**src/rtl/stack_rr_arbiter.sv**
```systemverilog
// Shared LIFO scratch stack with round-robin access for NREQ requesters.
// One push or pop per IDLE -> EXEC -> ACK transaction, with a one-cycle ack and error flag.
module stack_rr_arbiter #(
  parameter int NREQ  = 4,
  parameter int DEPTH = 8,
  parameter int WIDTH = 4
) (
  input  logic                     clk,
  input  logic                     rstn,
  input  logic                     clr,
  input  logic [NREQ-1:0]          req,
  input  logic [NREQ-1:0]          op,
  input  logic [NREQ*WIDTH-1:0]    wdata,
  output logic [NREQ-1:0]          ack,
  output logic [WIDTH-1:0]         rdata,
  output logic                     err,
  output logic [$clog2(NREQ)-1:0]  gnt_id,
  output logic                     busy,
  output logic                     full,
  output logic                     empty,
  output logic [$clog2(DEPTH):0]   count
);

  localparam int IW = $clog2(NREQ);
  localparam int CW = $clog2(DEPTH) + 1;
  localparam int AW = (DEPTH > 1) ? $clog2(DEPTH) : 1;

  typedef enum logic [1:0] {IDLE, EXEC, ACK} state_t;

  state_t            state_q;
  logic [IW-1:0]     ptr_q;
  logic [IW-1:0]     gnt_q;
  logic              op_q;
  logic [WIDTH-1:0]  data_q;
  logic [WIDTH-1:0]  rdata_q;
  logic [CW-1:0]     count_q;
  logic [NREQ-1:0]   ack_q;
  logic              err_q;

  logic [IW-1:0]     ptr_d;
  logic              win_vld;
  logic [IW-1:0]     win_idx;
  logic              can_push;
  logic              can_pop;
  logic              mem_we;
  logic [CW-1:0]     cnt_m1;
  logic [AW-1:0]     wr_addr;
  logic [AW-1:0]     rd_addr;

  logic [WIDTH-1:0]  mem [DEPTH];
  logic [WIDTH-1:0]  wdata_arr [NREQ];

  for (genvar gi = 0; gi < NREQ; gi++) begin : g_unpack
    assign wdata_arr[gi] = wdata[gi*WIDTH +: WIDTH];
  end

  // First requester found scanning upward from ptr, wrapping modulo NREQ.
  always_comb begin
    int j;
    win_vld = 1'b0;
    win_idx = '0;
    j       = 0;
    for (int k = 0; k < NREQ; k++) begin
      j = int'(ptr_q) + k;
      if (j >= NREQ) j = j - NREQ;
      if (!win_vld && req[j]) begin
        win_vld = 1'b1;
        win_idx = IW'(j);
      end
    end
  end

  assign ptr_d    = (gnt_q == IW'(NREQ - 1)) ? '0 : gnt_q + IW'(1);
  assign can_push = (count_q < CW'(DEPTH));
  assign can_pop  = (count_q != '0);
  assign cnt_m1   = count_q - CW'(1);
  assign wr_addr  = count_q[AW-1:0];
  assign rd_addr  = cnt_m1[AW-1:0];
  // A flush during EXEC takes precedence over the pending push.
  assign mem_we   = (state_q == EXEC) && !clr && !op_q && can_push;

  always_ff @(posedge clk) begin
    if (mem_we) mem[wr_addr] <= data_q;
  end

  always_ff @(posedge clk or negedge rstn) begin
    if (!rstn) begin
      state_q <= IDLE;
      ptr_q   <= '0;
      gnt_q   <= '0;
      op_q    <= 1'b0;
      data_q  <= '0;
      rdata_q <= '0;
      count_q <= '0;
      ack_q   <= '0;
      err_q   <= 1'b0;
    end else begin
      case (state_q)
        IDLE: begin
          ack_q <= '0;
          err_q <= 1'b0;
          if (clr) count_q <= '0;
          if (win_vld) begin
            gnt_q   <= win_idx;
            op_q    <= op[win_idx];
            data_q  <= wdata_arr[win_idx];
            state_q <= EXEC;
          end
        end
        EXEC: begin
          state_q <= ACK;
          ptr_q   <= ptr_d;
          ack_q   <= NREQ'(1) << gnt_q;
          if (clr) begin
            count_q <= '0;
            err_q   <= 1'b1;
          end else if (!op_q) begin
            if (can_push) begin
              count_q <= count_q + CW'(1);
              err_q   <= 1'b0;
            end else begin
              err_q   <= 1'b1;
            end
          end else begin
            if (can_pop) begin
              rdata_q <= mem[rd_addr];
              count_q <= cnt_m1;
              err_q   <= 1'b0;
            end else begin
              err_q   <= 1'b1;
            end
          end
        end
        ACK: begin
          ack_q   <= '0;
          err_q   <= 1'b0;
          if (clr) count_q <= '0;
          state_q <= IDLE;
        end
        default: state_q <= IDLE;
      endcase
    end
  end

  assign ack    = ack_q;
  assign err    = err_q;
  assign rdata  = rdata_q;
  assign gnt_id = gnt_q;
  assign busy   = (state_q != IDLE);
  assign count  = count_q;
  assign full   = (count_q == CW'(DEPTH));
  assign empty  = (count_q == '0);

endmodule

```
**config.mk**
```make
export PLATFORM = sky130hd
export DESIGN_NAME = stack_rr_arbiter
export DESIGN_NICKNAME = d
export VERILOG_FILES = /design/src/rtl/stack_rr_arbiter.sv
export SDC_FILE = /design/constraint.sdc
export NUM_CORES = 1
export LEC_CHECK = 0
export ABC_AREA = 1
export BUFFER_PORTS_ARGS = -buffer_cell sky130_fd_sc_hd__clkbuf_2
export CORE_ASPECT_RATIO = 0.6
export CORE_UTILIZATION = 60
export CTS_BUF_LIST = sky130_fd_sc_hd__clkbuf_8
export CTS_CLUSTER_SIZE = 20
export DETAILED_ROUTE_END_ITERATION = 12
export MAX_ROUTING_LAYER = met4
export PLACE_DENSITY = 0.84
export SYNTH_ARGS = -nofsm -noshare
export SYNTH_HDL_FRONTEND = slang
export SYNTH_SLANG_ARGS = --single-unit
```
**constraint.sdc**
```tcl
create_clock -name clk -period 3.44 [get_ports clk]
set_input_delay 0.172 -clock clk [delete_from_list [all_inputs] [get_ports clk]]
set_output_delay 0.172 -clock clk [all_outputs]
set_load 0.01 [all_outputs]
```
==> results.toml, run 1 <==
[critical_path]
critPathMaxFanout = 26
start_kind = "flip-flop"
critPathKind = "flip-flop to flip-flop"
path_cells = "buf_4, inv_1, buf_4, ha_1, xor2_1, o221ai_1, o211ai_1, o21ai_0"
cp.required_ns = 3.61
worst_setup_path_end_kind = "flip-flop"
reg2regPathDepth = 8
max_stage_delay_ns = 0.53
crit_top_cell = "buf_4"
critPathArrivalTime_ns = 2.47
cpMaxStageDelayCell = "xor2_1"

[global_route]
grt_util_all_layers = 0.291
grt_max_degree = 27
first_global_vias = 2103
grt_pass1_wl_mm = 10.8
grt_antenna_before_repair = 0
grt-ovfl-total = 0

[route]
drt_wl_total_mm = 6.66
vias_per_cell = 5.55
routedWlPerCell_um = 15.5
drt_iter0_drc = 354
drt-pass1-iter-count = 6
drc_errors = 0
drtAntennaViolNets = 0
vias = 2393

[floorplanning]
io_pins = 45
coreArea_sq_mm = 0.00461
die_h_um = 55.9
dieArea_sq_mm = 0.00513
fp.dieW_um = 91.8
row_count = 19
initial_core_util = 0.630

[synthesis]
synth_top_cell_by_area = "edfxtp_1"
synthFlopType = "edfxtp_1"
netlist.area_leader.share = 0.331
ys_types = 35
ys_seq_elements = 56
yosys_warnings = 0
synth.avg_cell_area_sq_um = 9.02
synthArstFlopShare = 0.429
synth_nets = 355
synth_area_sq_mm = 0.00290
synthCells = 322
synth-edff-count = 32
synthTopCellsByArea = "edfxtp_1 33%, dfrtp_1 21%, nand2_1 11%, inv_1 4.5%, nand3_1 4.0%"
ys_seq_area_frac = 0.538

[clock_tree]
clock_latency_ns = 0.31
cts_tree = "built"
clock_sinks = 56
cts.clk_slew.worst_paths_ns = 0.09
cts_setup_buffers = 0
numCtsBuffers = 5
htreeDepth = 2
root_buffer = "clkbuf_8"
cts_buffer_depth = 2

[sta]
max_freq_mhz = 435
worst_pin_slew_ns = 0.801
min_period_over_period = 0.669
drv_slew = 0
whs_ns = 0.172
hold_viol_final = 0
rsz0062_at_grt = "false"
finalSetupTns_ns = 0
slew_headroom = 0.461
min_period_ns = 2.30
worst_clock_skew_ns = 0.00952
setup_viol = 0

[cells_and_area]
drive_gt1_frac = 0.209
syn_to_final_growth_pct = 12.5
final_cell_mix = "82 x nand2_1, 44 x clkbuf_2, 35 x inv_1"
multi_input_area_sq_mm = 0.00113
final_util = 0.708
layout_commonest_cell = "nand2_1"
seqCellArea_sq_mm = 0.00156
num_antenna_cells = 0
nets = 400
nFillCells = 365

[power]
ir_drop_mv = 0.537
power.internal_mw = 1.61
pwr_density_cell_mw_per_mm2 = 958
p_seq_frac = 0.362
power.share.clock = 0.113
switching_share = 0.486
p_leak_nw = 1.53
p_switching_mw = 1.52
pwr-share-comb = 0.525

[place]
io_buffers = 44
dp_hpwl_mm = 5.06
place_congestion = 1.06

[worst_hold_path]
min_delay_path_depth = 5
hold_path_class = "input pin to flip-flop"

[job]
maxCapViolCount = 0

[status]
status = "finished, final reports clean"
-- final cells by class --
class                   count  share of cell area
multi-input cells         216               0.345
inverters                  40              0.0475
well taps                  63              0.0241
clock inverters             3             0.00651
clock buffers               5              0.0211
flip-flops and latches     56               0.478
repair buffers             48              0.0774
-- kinds of logic after synthesis --
logic type / count (synthesis) / share of synthesized area
AOI/OAI and AO/OA: 42 / 0.0883
xor gates and xnor gates: 3 / 0.00905
DFF: 56 / 0.538
and+or+nand+nor: 161 / 0.252
buffers and inverters: 50 / 0.0737
muxes: 4 / 0.0138
adders and majority gates: 6 / 0.0259
-- cell usage after synthesis (all sizes together), types with 5 or more instances --
cell and count:
nand2 90, inv 40, edfxtp 32, nor2 31
nand3 27, dfrtp 24, o21ai 24, ha 6
nor3 6, buf 5, clkbuf 5, nand4 5
-- worst max-delay path: cells and delay by family (launching register included) --
family                     cells  cell delay, ns
DFF                            1            0.33
xor gates and xnor gates       1            0.53
AOI/OAI and AO/OA              3            0.54
buffers and inverters          3            0.53
adders and majority gates      1            0.23
-- routing by layer --
metal | global-route usage | wire length, um | share of wire | up-vias
met4 | 0.0536 | 44 | 0.0066 | 0
met5 | - | 0 | 0 | -
met3 | 0.0820 | 771 | 0.12 | 7
met2 | 0.360 | 2540 | 0.38 | 139
met1 | 0.473 | 3300 | 0.50 | 1079
li1 | - | - | - | 1168
-- power by group through the flow --
stage	Combinational [mW]	Clock, mW	Sequential [mW]
6_report	1.64	0.353	1.13
5_1_grt	1.85	0.380	1.16
4_1_cts	1.62	0.357	1.13
3_5_place_dp	1.62	0	1.14
3_3_place_gp	1.57	0	1.13
2_1_floorplan	1.25	0	1.08
-- flip-flops by register name (all words and copies together) (netlist names) --
register / flops
gnt_id: 2
ack: 4
mem: 32
rdata: 4
state_q: 2
data_q: 4
ptr_q: 2
op_q: 1
count: 4
err: 1
-- what timing repair did --
item / 4_1_cts / 5_1_grt
hold buffers: 1 / 0
endpoints found under the hold margin: 24 / 0
gates resized for setup: 0 / 0
-- final timing paths --
check                               from        end  slack [ns]
worst max-delay path            count[0]   rdata[1]        1.14
worst min-delay path            wdata[7]  data_q[3]        0.17
worst max register to register  count[0]   rdata[1]        1.14
worst min register to register    ack[1]     ack[1]        0.52
max in group asynchronous           rstn  gnt_id[1]        2.65
min in group asynchronous           rstn     ack[2]        0.39
-- stage by stage --
| stage | worst slack (ns) | area [sq um] | instances | power (mW) |
|---|---|---|---|---|
| floorplan | 1.33 | 2900 | 322 | 2.34 |
| global placement | 1.34 | 3170 | 422 | 2.70 |
| detailed placement | 1.22 | 3170 | 422 | 2.76 |
| CTS | 1.20 | 3270 | 431 | 3.11 |
| global route | 1.03 | 3270 | 431 | 3.39 |
| finish | 1.14 | 3270 | 431 | 3.13 |
Power figures use the tool's default switching activity.
==> run 2: changes to the inputs <==
- CORE_UTILIZATION: 60 -> 53
- PLACE_DENSITY: 0.84 -> 0.78
- clock period: 3.44 -> 2 ns (I/O delays scaled with it)
==> run 2 against run 1 <==
Effect of this change:
- clock power rose by 140%
- first-iteration DRC count decreased by 39%
- wire length increased by 3.4%
- clock skew fell by 0.0021 ns
- power increased by 94%
- sequential cell count unchanged
==> results.toml, run 2 (same netlist as run 1, synthesis figures left out) <==
[sta]
hold_viol_final = 0
min_period_ns = 1.93
drv_slew = 0
whs_ns = 0.106
worst_pin_slew_ns = 0.605
max_freq_mhz = 518
worst_clock_skew_ns = 0.00746
slew_headroom = 0.597
min_period_over_period = 0.965
setup_viol = 0

[place]
dp.cells = 439
place_congestion = 0.847
io_buffers = 44
placed_cell_area_sq_mm = 0.00328
dp_hpwl_mm = 5.01

[route]
drc_errors = 0
routedWlPerCell_um = 15.2
drt-pass1-iter-count = 4
drt_wl_total_mm = 6.89
vias_per_cell = 5.42
drtAntennaViolNets = 0
drt_iter0_drc = 216
vias = 2448

[global_route]
busiest_layer = "met1"
use_met1 = 0.391
use_met3 = 0.0519
grt_antenna_before_repair = 0
grt-ovfl-total = 0
grt_util_all_layers = 0.265
grt_max_degree = 26
grt_pass1_wl_mm = 11.2
first_global_vias = 2271
grtUsageMet2 = 0.383

[clock_tree]
clock_latency_ns = 0.30
numCtsBuffers = 5
clock_sinks = 56
htreeDepth = 2
cts.clk_slew.worst_paths_ns = 0.09
cts_buffer_depth = 2
cts_tree = "built"
root_buffer = "clkbuf_8"

[critical_path]
crit_start = "state_q[1]"
critPathArrivalTime_ns = 2.11
start_kind = "flip-flop"
critPathMaxFanout = 7
r2r_start = "state_q[1]"
critPathKind = "flip-flop to flip-flop"
r2r_slack_ns = 0.07
crit_end = "count[3]"
r2r-end = "count[3]"
worst_setup_path_end_kind = "flip-flop"
cp.required_ns = 2.18
reg2regPathDepth = 6

[floorplanning]
coreArea_sq_mm = 0.00515
io_pins = 45
dieArea_sq_mm = 0.00579
row_count = 20
fp.dieW_um = 97.6
die_h_um = 59.3
initial_core_util = 0.563

[power]
p_leak_nw = 1.65
ir_drop_mv = 1.00
p_total_mw = 6.08
pwr_density_cell_mw_per_mm2 = 1750

[cells_and_area]
final_cell_mix = "82 x nand2_1, 45 x clkbuf_2, 35 x inv_1"
largest_register_ffs = 32
max_flop_register = "mem"
fin_cells = 452
design_area_sq_mm = 0.00348
num_antenna_cells = 0
nFillCells = 428
drive_gt1_frac = 0.251
layout_commonest_cell = "nand2_1"
syn_to_final_growth_pct = 19.8
nets = 418

[worst_hold_path]
hold_path_class = "input pin to flip-flop"

[job]
maxCapViolCount = 0

[status]
status = "finished, final reports clean"
-- run 2: cell count changes in the layout (fill, tap and decap cells not counted), sizes merged --
cell and change:
buf +16, bufinv +2, clkbuf +1, clkinv -1
clkinvlp -1, nand3 +1
-- run 2: repair_timing --
item                                    in CTS  in global routing
setup buffers                                0                  3
gates cloned                                 0                  1
resized for setup                            1                  7
endpoints found under the setup margin       3                 10
pin swaps                                    0                  1
hold buffers                                 1                  0
endpoints found under the hold margin       24                  0
-- run 2: how the worst min path moves through the flow --
stage	end	from	depth (start not counted)	slack (ns)
2_1_floorplan	ack[0]	rstn	0	-0.20
3_3_place_gp	ack[1]	rstn	1	0.13
3_5_place_dp	ack[0]	rstn	1	0.14
4_1_cts	op_q	op[1]	5	0.1
5_1_grt	op_q	op[1]	5	0.13
6_report	data_q[3]	wdata[7]	5	0.11
-- run 2: per-layer routing --
layer	wire (um)	vias to the layer above	part of all wire
met5	0	-	0
li1	-	1206	-
met2	2810	115	0.41
met1	3370	1117	0.49
met3	627	10	0.091
met4	83	0	0.012
-- run 2: power breakdown --
part	internal [mW]	total, mW	switching [mW]	leakage [nW]
Combinational	1.19	3.37	2.18	0.985
Clock	0.495	0.838	0.343	0.0695
Sequential	1.57	1.87	0.292	0.595
Total	3.26	6.08	2.82	1.65
-- run 2: final cells by class --
class                           count  area [sq um]  share of cell area
Sequential cell                    56          1560               0.449
Multi-Input combinational cell    217          1170               0.335
Timing Repair Buffer               65           378               0.109
Inverter                           40           158              0.0453
Tap cell                           66          82.6              0.0237
Clock buffer                        5          68.8              0.0198
Clock inverter                      3          63.8              0.0183
-- run 2: through the flow --
step           TNS, ns   util  setup slack [ns]
3_3_place_gp         0  0.635             0.108
5_1_grt        -0.0389  0.675           -0.0164
6_report             0  0.675            0.0698
4_1_cts              0  0.663            0.0663
2_1_floorplan        0      -            0.0133
3_5_place_dp         0  0.635           0.00627
-- run 2: worst max-delay path, cell delays in order (launching register included) --
cell and delay [ns]:
dfrtp_1 0.48, nor2_1 0.27, inv_1 0.15, nor4_1 0.46, nor2_2 0.13, nand3_1 0.20, o22ai_1 0.12
